$ cat config.mk
export PLATFORM = sky130hd
export DESIGN_NAME = lsu
export DESIGN_NICKNAME = d
export VERILOG_FILES = /design/src/rtl/lsu_pkg.sv /design/src/rtl/lsu_align.sv /design/src/rtl/lsu.sv
export SDC_FILE = /design/constraint.sdc
export NUM_CORES = 1
export LEC_CHECK = 0
export BUFFER_PORTS_ARGS = -buffer_cell sky130_fd_sc_hd__buf_2
export CORE_MARGIN = 2
export CORE_UTILIZATION = 50
export CTS_CLUSTER_SIZE = 24
export DETAILED_ROUTE_END_ITERATION = 8
export PLACE_DENSITY = 0.83
export SYNTH_ARGS = -nofsm -noshare
export SYNTH_HDL_FRONTEND = slang
export SYNTH_SLANG_ARGS = --single-unit
$ cat constraint.sdc
create_clock -name clk -period 8.8 [get_ports clk]
set_clock_uncertainty 0.05 [all_clocks]
set_input_delay 0.44 -clock clk [delete_from_list [all_inputs] [get_ports clk]]
set_output_delay 0.44 -clock clk [all_outputs]
set_load 0.005 [all_outputs]
$ cat src/rtl/lsu_pkg.sv
// Shared definitions for the load/store unit: word width, load/store
// encodings and the transaction state type.
package riscv_defines;

  localparam int unsigned WORD_WIDTH = 32;

  localparam logic [2:0] LOAD_NONE = 3'b000;
  localparam logic [2:0] LOAD_LB   = 3'b001;
  localparam logic [2:0] LOAD_LH   = 3'b010;
  localparam logic [2:0] LOAD_LW   = 3'b011;
  localparam logic [2:0] LOAD_LBU  = 3'b100;
  localparam logic [2:0] LOAD_LHU  = 3'b101;

  localparam logic [1:0] STORE_NONE = 2'b00;
  localparam logic [1:0] STORE_SB   = 2'b01;
  localparam logic [1:0] STORE_SH   = 2'b10;
  localparam logic [1:0] STORE_SW   = 2'b11;

  typedef enum logic [1:0] {
    LSU_IDLE        = 2'b00,
    LSU_REQ         = 2'b01,
    LSU_WAIT_RVALID = 2'b10
  } lsu_state_t;

endpackage

$ cat src/rtl/lsu_align.sv
// Combinational lane logic: byte enables, store lane replication,
// load extraction/extension and misalignment detection.
module lsu_align
  import riscv_defines::*;
(
  input  logic [1:0]  off,
  input  logic [2:0]  load_type,
  input  logic [1:0]  store_type,
  input  logic [31:0] wdata,
  input  logic [31:0] rdata,
  output logic [3:0]  be,
  output logic [31:0] wdata_lane,
  output logic [31:0] rdata_ext,
  output logic        misaligned
);

  logic       is_byte;
  logic       is_half;
  logic       is_word;
  logic [7:0]  byte_sel;
  logic [15:0] half_sel;

  // A pending load decides the access size; otherwise the store does.
  always_comb begin
    is_byte = 1'b0;
    is_half = 1'b0;
    is_word = 1'b0;
    if (load_type != LOAD_NONE) begin
      is_byte = (load_type == LOAD_LB) || (load_type == LOAD_LBU);
      is_half = (load_type == LOAD_LH) || (load_type == LOAD_LHU);
      is_word = (load_type == LOAD_LW);
    end else begin
      is_byte = (store_type == STORE_SB);
      is_half = (store_type == STORE_SH);
      is_word = (store_type == STORE_SW);
    end
  end

  always_comb begin
    be = '0;
    if (is_byte)      be = 4'b0001 << off;
    else if (is_half) be = off[1] ? 4'b1100 : 4'b0011;
    else if (is_word) be = 4'b1111;
    misaligned = (is_half && off[0]) || (is_word && (off != 2'b00));
  end

  always_comb begin
    case (store_type)
      STORE_SB: wdata_lane = {4{wdata[7:0]}};
      STORE_SH: wdata_lane = {2{wdata[15:0]}};
      STORE_SW: wdata_lane = wdata;
      default:  wdata_lane = '0;
    endcase
  end

  always_comb begin
    byte_sel = rdata[8*off +: 8];
    half_sel = off[1] ? rdata[31:16] : rdata[15:0];
    case (load_type)
      LOAD_LB:  rdata_ext = {{24{byte_sel[7]}}, byte_sel};
      LOAD_LBU: rdata_ext = {24'b0, byte_sel};
      LOAD_LH:  rdata_ext = {{16{half_sel[15]}}, half_sel};
      LOAD_LHU: rdata_ext = {16'b0, half_sel};
      LOAD_LW:  rdata_ext = rdata;
      default:  rdata_ext = '0;
    endcase
  end

endmodule

$ cat src/rtl/lsu.sv
// Load/store unit: one outstanding req/gnt/rvalid transaction to the data
// memory port, with lane alignment of store data and load extension.
module lsu
  import riscv_defines::*;
#(
  parameter int unsigned WORD_WIDTH = 32
) (
  input  logic                  clk,
  input  logic                  rst,
  input  logic                  op_valid_i,
  input  logic [2:0]            load_type_i,
  input  logic [1:0]            store_type_i,
  input  logic [WORD_WIDTH-1:0] addr_i,
  input  logic [WORD_WIDTH-1:0] wdata_i,
  output logic                  busy_o,
  output logic                  done_o,
  output logic [WORD_WIDTH-1:0] rdata_o,
  output logic                  error_o,
  output logic                  data_req_o,
  output logic [WORD_WIDTH-1:0] data_addr_o,
  output logic                  data_we_o,
  output logic [3:0]            data_be_o,
  output logic [WORD_WIDTH-1:0] data_wdata_o,
  input  logic [WORD_WIDTH-1:0] data_rdata_i,
  input  logic                  data_rvalid_i,
  input  logic                  data_gnt_i
);

  lsu_state_t state;
  logic [1:0] off_q;
  logic [2:0] load_q;

  logic [1:0]  a_off;
  logic [2:0]  a_load;
  logic [3:0]  be;
  logic [31:0] wdata_lane;
  logic [31:0] rdata_ext;
  logic        misaligned;
  logic        ld_nz, st_nz, bad_ld;
  logic        accept, reject;

  // In IDLE the aligner sees the incoming op; afterwards it sees the
  // latched offset/type so the response is extracted for the right access.
  always_comb begin
    a_off  = (state == LSU_IDLE) ? addr_i[1:0] : off_q;
    a_load = (state == LSU_IDLE) ? load_type_i : load_q;
  end

  lsu_align u_align (
    .off        (a_off),
    .load_type  (a_load),
    .store_type (store_type_i),
    .wdata      (wdata_i),
    .rdata      (data_rdata_i),
    .be         (be),
    .wdata_lane (wdata_lane),
    .rdata_ext  (rdata_ext),
    .misaligned (misaligned)
  );

  always_comb begin
    ld_nz  = (load_type_i != LOAD_NONE);
    st_nz  = (store_type_i != STORE_NONE);
    bad_ld = load_type_i[2] & load_type_i[1];
    accept = op_valid_i && (ld_nz ^ st_nz) && !bad_ld && !misaligned;
    reject = op_valid_i && ((ld_nz && st_nz) || bad_ld ||
                            ((ld_nz ^ st_nz) && misaligned));
  end

  assign busy_o     = (state != LSU_IDLE);
  assign data_req_o = (state == LSU_REQ);

  always_ff @(posedge clk or posedge rst) begin
    if (rst) begin
      state        <= LSU_IDLE;
      off_q        <= '0;
      load_q       <= '0;
      done_o       <= 1'b0;
      error_o      <= 1'b0;
      rdata_o      <= '0;
      data_addr_o  <= '0;
      data_we_o    <= 1'b0;
      data_be_o    <= '0;
      data_wdata_o <= '0;
    end else begin
      done_o  <= 1'b0;
      error_o <= 1'b0;
      case (state)
        LSU_IDLE: begin
          if (accept) begin
            state        <= LSU_REQ;
            off_q        <= addr_i[1:0];
            load_q       <= load_type_i;
            data_addr_o  <= {addr_i[WORD_WIDTH-1:2], 2'b00};
            data_we_o    <= st_nz;
            data_be_o    <= be;
            data_wdata_o <= wdata_lane;
          end else if (reject) begin
            error_o <= 1'b1;
          end
        end
        LSU_REQ: begin
          if (data_gnt_i) state <= LSU_WAIT_RVALID;
        end
        LSU_WAIT_RVALID: begin
          if (data_rvalid_i) begin
            state  <= LSU_IDLE;
            done_o <= 1'b1;
            if (load_q != LOAD_NONE) rdata_o <= rdata_ext;
          end
        end
        default: state <= LSU_IDLE;
      endcase
    end
  end

endmodule

; ---- Word level (Yosys, flattened, before mapping)
; Cells that the tools add are included.
[word_totals]
latch_bits = 0
input_bits = 106
regBits = 108
ramBits = 0
n_memories = 0
rom_bits = 0
elab_cells = 73
[classes]
shift = 2
addsub = 0
bitwise = 2
n_mux = 21
n_eq_ne = 13
n_lt_le_gt_ge = 0
div_mod_pow = 0
reduce_logical = 25
n_mul = 0
[ops]
columns = op, count
row1 = case mux 32 bit (5 select lines), 1
row2 = case mux 32 bit (3 select lines), 1
row3 = variable part select 32 x 6 -> 8 bit, 1
row4 = two-way mux 16 bit, 1
row5 = two-way mux 4 bit, 4
row6 = nonzero test 3 bit, 3
row7 = logical AND 1 bit, 8
row8 = two-way mux 1 bit, 8
row9 = two-way mux 2 bit, 4
row10 = "equality test 2 bit, second input constant", 3
row11 = "equality test 3 x 2 -> 1 bit, second input constant", 2
row12 = "equality test 3 bit, second input constant", 2
row13 = case mux 2 bit (3 select lines), 1
row14 = AND reduction 3 bit, 2
row15 = nonzero test 2 bit, 3
row16 = logical OR 1 bit, 5
row17 = "equality test 2 x 1 -> 1 bit, second input constant", 2
row18 = "!= test 2 bit, second input constant", 2
row19 = "left shift 1 x 2 -> 4 bit, first input constant", 1
row20 = "equality test 3 x 1 -> 1 bit, second input constant", 1
row21 = two-way mux 3 bit, 1
row22 = zero test 1 bit, 2
row23 = zero test 2 bit, 1
row24 = "!= test 2 x 1 -> 1 bit, second input constant", 1
row25 = other kinds (3), 3

; ---- Depth between registers and ports, before layout
[depth]
depth_word = 13
depth_mapped = 10
ltp_nobuf = 7

; ---- Modules after synthesis
; Synthesis repeated with hierarchy kept, for this count alone.
[hier_totals]
hier_cells = 510
area_unflattened_um2 = 6326.1
[by_module_without_submodules]
columns = module, instances, cells_each, area_per_inst_um2
row1 = lsu, 1, 253, 4470.5
row2 = lsu_align, 1, 257, 1855.5

; ---- Least setup slack after synthesis
; No wires, ideal clock.
[synth_timing]
path_kind = input port to flip-flop
from = input port store_type_i[1]
to = register data_addr_o[2]
required_time_ps = 8623
slack_ps = 5799
arrival_time_ps = 2823
cell_stages = 9
path_buffers = 4
cell_sequence = clkbuf_1 buf_1 or2_2 clkbuf_1 ha_1 and4_1 a21oi_4 buf_6 mux2_1
[synth_via]
word_cells_on_any_way = 14
cone_classes = eq/ne: 2 / mux: 2 / bitwise: 1 / reduce/logical: 9
[synth_rtl]
columns = element, line
row1 = start: declaration, lsu.sv:12  ; input logic [1:0] store_type_i,
row2 = nonzero test 2 bit, lsu.sv:63  ; st_nz = (store_type_i != STORE_NONE);
row3 = net st_nz, lsu.sv:39  ; logic ld_nz, st_nz, bad_ld;
row4 = bitwise XOR 1 bit, lsu.sv:65  ; accept = op_valid_i && (ld_nz ^ st_nz) && !bad_ld && !misaligned;
row5 = logical AND 1 bit (3 in series), lsu.sv:65
row6 = AND reduction 2 bit (no line), n/a
row7 = end signal: assignment, lsu.sv:94  ; data_addr_o <= {addr_i[WORD_WIDTH-1:2], 2'b00};
row8 = end: declaration, lsu.sv:20  ; output logic [WORD_WIDTH-1:0] data_addr_o,
; The timed path passes the listed nets, and every way through them passes these cells.
; A chain may end at the register's enable or synchronous reset.

; ---- Worst setup path after layout
[layout_timing]
from = register state[0]
to = register data_addr_o[17]
[layout_via]
elab_chain_len = 10
word_cells_on_any_way = 17
cone_classes = eq/ne: 3 / mux: 4 / reduce/logical: 10
[layout_lines]
columns = element, line
row1 = start: declaration, lsu.sv:29  ; lsu_state_t state;
row2 = start signal: assignment, lsu.sv:75  ; state <= LSU_IDLE;
row3 = start signal: assignment, lsu.sv:91  ; state <= LSU_REQ;
row4 = start signal: assignment, lsu.sv:103  ; if (data_gnt_i) state <= LSU_WAIT_RVALID;
row5 = zero test 2 bit *, "lsu.sv:45, lsu.sv:46, lsu.sv:88"
row6 = two-way mux 3 bit, lsu.sv:46  ; a_load = (state == LSU_IDLE) ? load_type_i : load_q;
row7 = equality test 3 x 2 -> 1 bit / equality test 3 bit (equally long branches), lsu_align.sv:30  ; is_half = (load_type == LOAD_LH) || (load_type == LOAD_LHU);
row8 = logical OR 1 bit, lsu_align.sv:30
row9 = two-way mux 1 bit, lsu_align.sv:28  ; if (load_type != LOAD_NONE) begin
row10 = logical AND 1 bit, lsu_align.sv:44  ; misaligned = (is_half && off[0]) || (is_word && (off != 2'b00));
row11 = logical OR 1 bit, lsu_align.sv:44
row12 = zero test 1 bit, lsu.sv:65
row13 = logical AND 1 bit, lsu.sv:65
row14 = AND reduction 2 bit (no line) *, n/a
; Every way passes the cells marked *; elsewhere a longest branch is shown, timed or not.

==> reports/results.tsv <==
metric	value	unit
path_max_fanout	62	
layout_common_cells	208 x buf_2, 108 x dfrtp_1, 85 x nand2_1	
grt_max_degree	77	
dp_hpwl	10600	µm
status	finished, violations left	
wirelength	14300	µm
antennaDiodeCount	0	
cts_made_buffers	9	
fin_util	62.8	%
path_class	reg2reg	
die_w	109	µm
syn_area	0.00548	mm²
seqCellArea	0.00270	mm²
synth-seq-cells	108	
ys_types	58	
clkSinkCount	108	
synth_async_sr_flop_share	100	%
cts_root_buffer	clkbuf_8	
clk_pin_slew	0.11	ns
cts_setup_buffers	0	
dr.pass1.iters	5	
design_area	0.00675	mm²
clkLatencyLatePin	0.37	ns
antenna_found_initial	0	
period_needed	3.44	ns
hold_buffers	0	
portBuffers	208	
seq_area_frac_synth	49.3	%
syn_inst	506	
routed_wire_length_per_instance	17.0	µm
cts.repair.resized	0	
die_h	109	µm
finalSetupViolCount	0	
rsz0062_at_grt	false	
mostFrequentLayoutCell	buf_2	
multi_input_area	0.00253	mm²
synth_ff_type	dfrtp_1	
clockBufferDepth	2	
hold_ws	-0.00111	ns
power	2070	µW
ant_nets	0	
fill_cells	904	
grt_pass1_vias	4744	
avgViaCountPerCell	5.66	
track_usage	24.3	%
required	9.00	ns
slew_viol_final	0	
synth-edff-count	0	
fin_crit_sh	39.1	%
areaGrowthSynthToFinish	23.2	%
dieArea	0.0118	mm²
finalSetupTns	0	ns
core_area	0.0107	mm²
post-route-drc-count	0	
hp-class	in2async	
gp_congestion	0.856	
cp-start-kind	flip-flop	
hold_viol_final	1	
rows	38	
syn_avg_cell_area	10.8	µm²
drive_above_1_share	36.1	%
dr.first_iter.drc_count	469	
max_freq	0.291	GHz
irDropWorstVdd	0.174	mV
violations	hold timing	
worstSetupEndpointType	flip-flop	
final_cells	839	
dp.cells	823	
vias	4746	
num_io_pins	211	
relSlewSlack	21.1	%
grt_pass1_wl	22700	µm
cts_tree	yes	
start_util	51.0	%
layout.nets	801	
arrival	3.64	ns
grt.overflow.total	0	
max-cap-violations	0	
tightest_slew	1.18	ns
leakage	0.00353	µW
yosys_warnings	0	
place_area	0.00654	mm²
htreeDepth	3	
powerDensity	307	mW/mm²
[per-layer routing]
| layer | global-route usage [%] | share of wire (%) |
|---|---|---|
| met5 | 0 | 0 |
| met4 | 8.06 | 2.6 |
| met3 | 6.34 | 9.2 |
| met2 | 40.4 | 47 |
| met1 | 31.0 | 42 |
[cells in the mapped netlist (3+ instances only)]
| cell type | instances | area share, % |
|---|---|---|
| a2bb2oi_1 | 4 | 0.64 |
| nand2_1 | 85 | 5.8 |
| mux2_2 | 11 | 2.3 |
| a21oi_1 | 38 | 3.5 |
| a221o_1 | 7 | 1.3 |
| nand2b_1 | 4 | 0.46 |
| nor3_1 | 7 | 0.64 |
| clkbuf_1 | 17 | 1.2 |
| o221ai_1 | 7 | 1.1 |
| dfrtp_1 | 108 | 49 |
| a22oi_1 | 8 | 1.1 |
| buf_1 | 5 | 0.34 |
| buf_2 | 4 | 0.37 |
| o21ai_0 | 9 | 0.82 |
| buf_6 | 7 | 1.4 |
| a22o_1 | 17 | 2.7 |
| mux2i_1 | 27 | 4.9 |
| inv_1 | 17 | 1.2 |
| mux2_1 | 58 | 12 |
| o31ai_1 | 3 | 0.41 |
| a31oi_1 | 4 | 0.46 |
| nor2_1 | 4 | 0.27 |
| o21ai_1 | 13 | 1.2 |
[kinds of logic (layout without fill, tap and decap cells)]
group,count (synthesis),in the layout,share of synthesized area (%)
compound gates,124,124,15.8
simple gates,121,121,9.91
flops,108,108,49.3
mux,98,98,19.8
buf+inv,53,245,4.82
fa+ha+maj,1,1,0.228
other cells,1,2,0.0685
[per-stage QoR]
step / setup slack (ns) / hold WS (ns)
CTS: 5.39 / 0.00271
floorplan: 5.46 / 0.411
finish: 5.36 / -0.00111
detailed placement: 5.25 / 0.416
global route: 5.13 / 0.0138
global placement: 5.35 / 0.408
[sequential cells by signal, indices dropped and copies added (netlist names)]
name and flops:
data_addr_o 30, data_be_o 4, data_wdata_o 32, data_we_o 1, done_o 1, error_o 1
load_q 3, off_q 2, rdata_o 32, state 2
[final cells by class]
class / instances / share of cell area (%)
clock buffers: 10 / 2.04
multi-input cells: 346 / 37.5
flip-flops and latches: 108 / 40.0
inverters: 18 / 1.04
well taps: 140 / 2.59
clock inverters: 6 / 1.02
repair buffers: 211 / 15.8
[worst paths after layout]
kind	end	cells past startpoint	slack, ns	startpoint
worst max-delay path	data_addr_o[17]$_DFFE_PP0P_	7	5.36	state[0]$_DFFE_PP0P_
worst min-delay path	data_addr_o[3]$_DFFE_PP0P_	2	-0.001	rst
worst max register to register	data_addr_o[17]$_DFFE_PP0P_	7	5.36	state[0]$_DFFE_PP0P_
worst min register to register	rdata_o[17]$_DFFE_PP0P_	2	0.44	rdata_o[17]$_DFFE_PP0P_
max in group asynchronous	data_addr_o[31]$_DFFE_PP0P_	3	7.38	rst
min in group clk	data_addr_o[12]$_DFFE_PP0P_	2	0.22	addr_i[12]
[report_power, final]
part           switching (µW)  total (µW)  internal [µW]  leakage [µW]
sequential                130         839            709       0.00135
clock                     178         321            143      0.000109
combinational             491         915            423       0.00207
total                     799        2070           1280       0.00353
[worst max-delay path: stages (launching register included)]
cell     delay (ns)
dfrtp_1        0.46
nor2_2         0.56
mux2i_1        0.46
a211o_1        0.23
a21oi_2        0.10
a21oi_4        0.33
buf_4          0.71
mux2_1         0.39
Note: power is estimated with default switching activity, not from simulation.
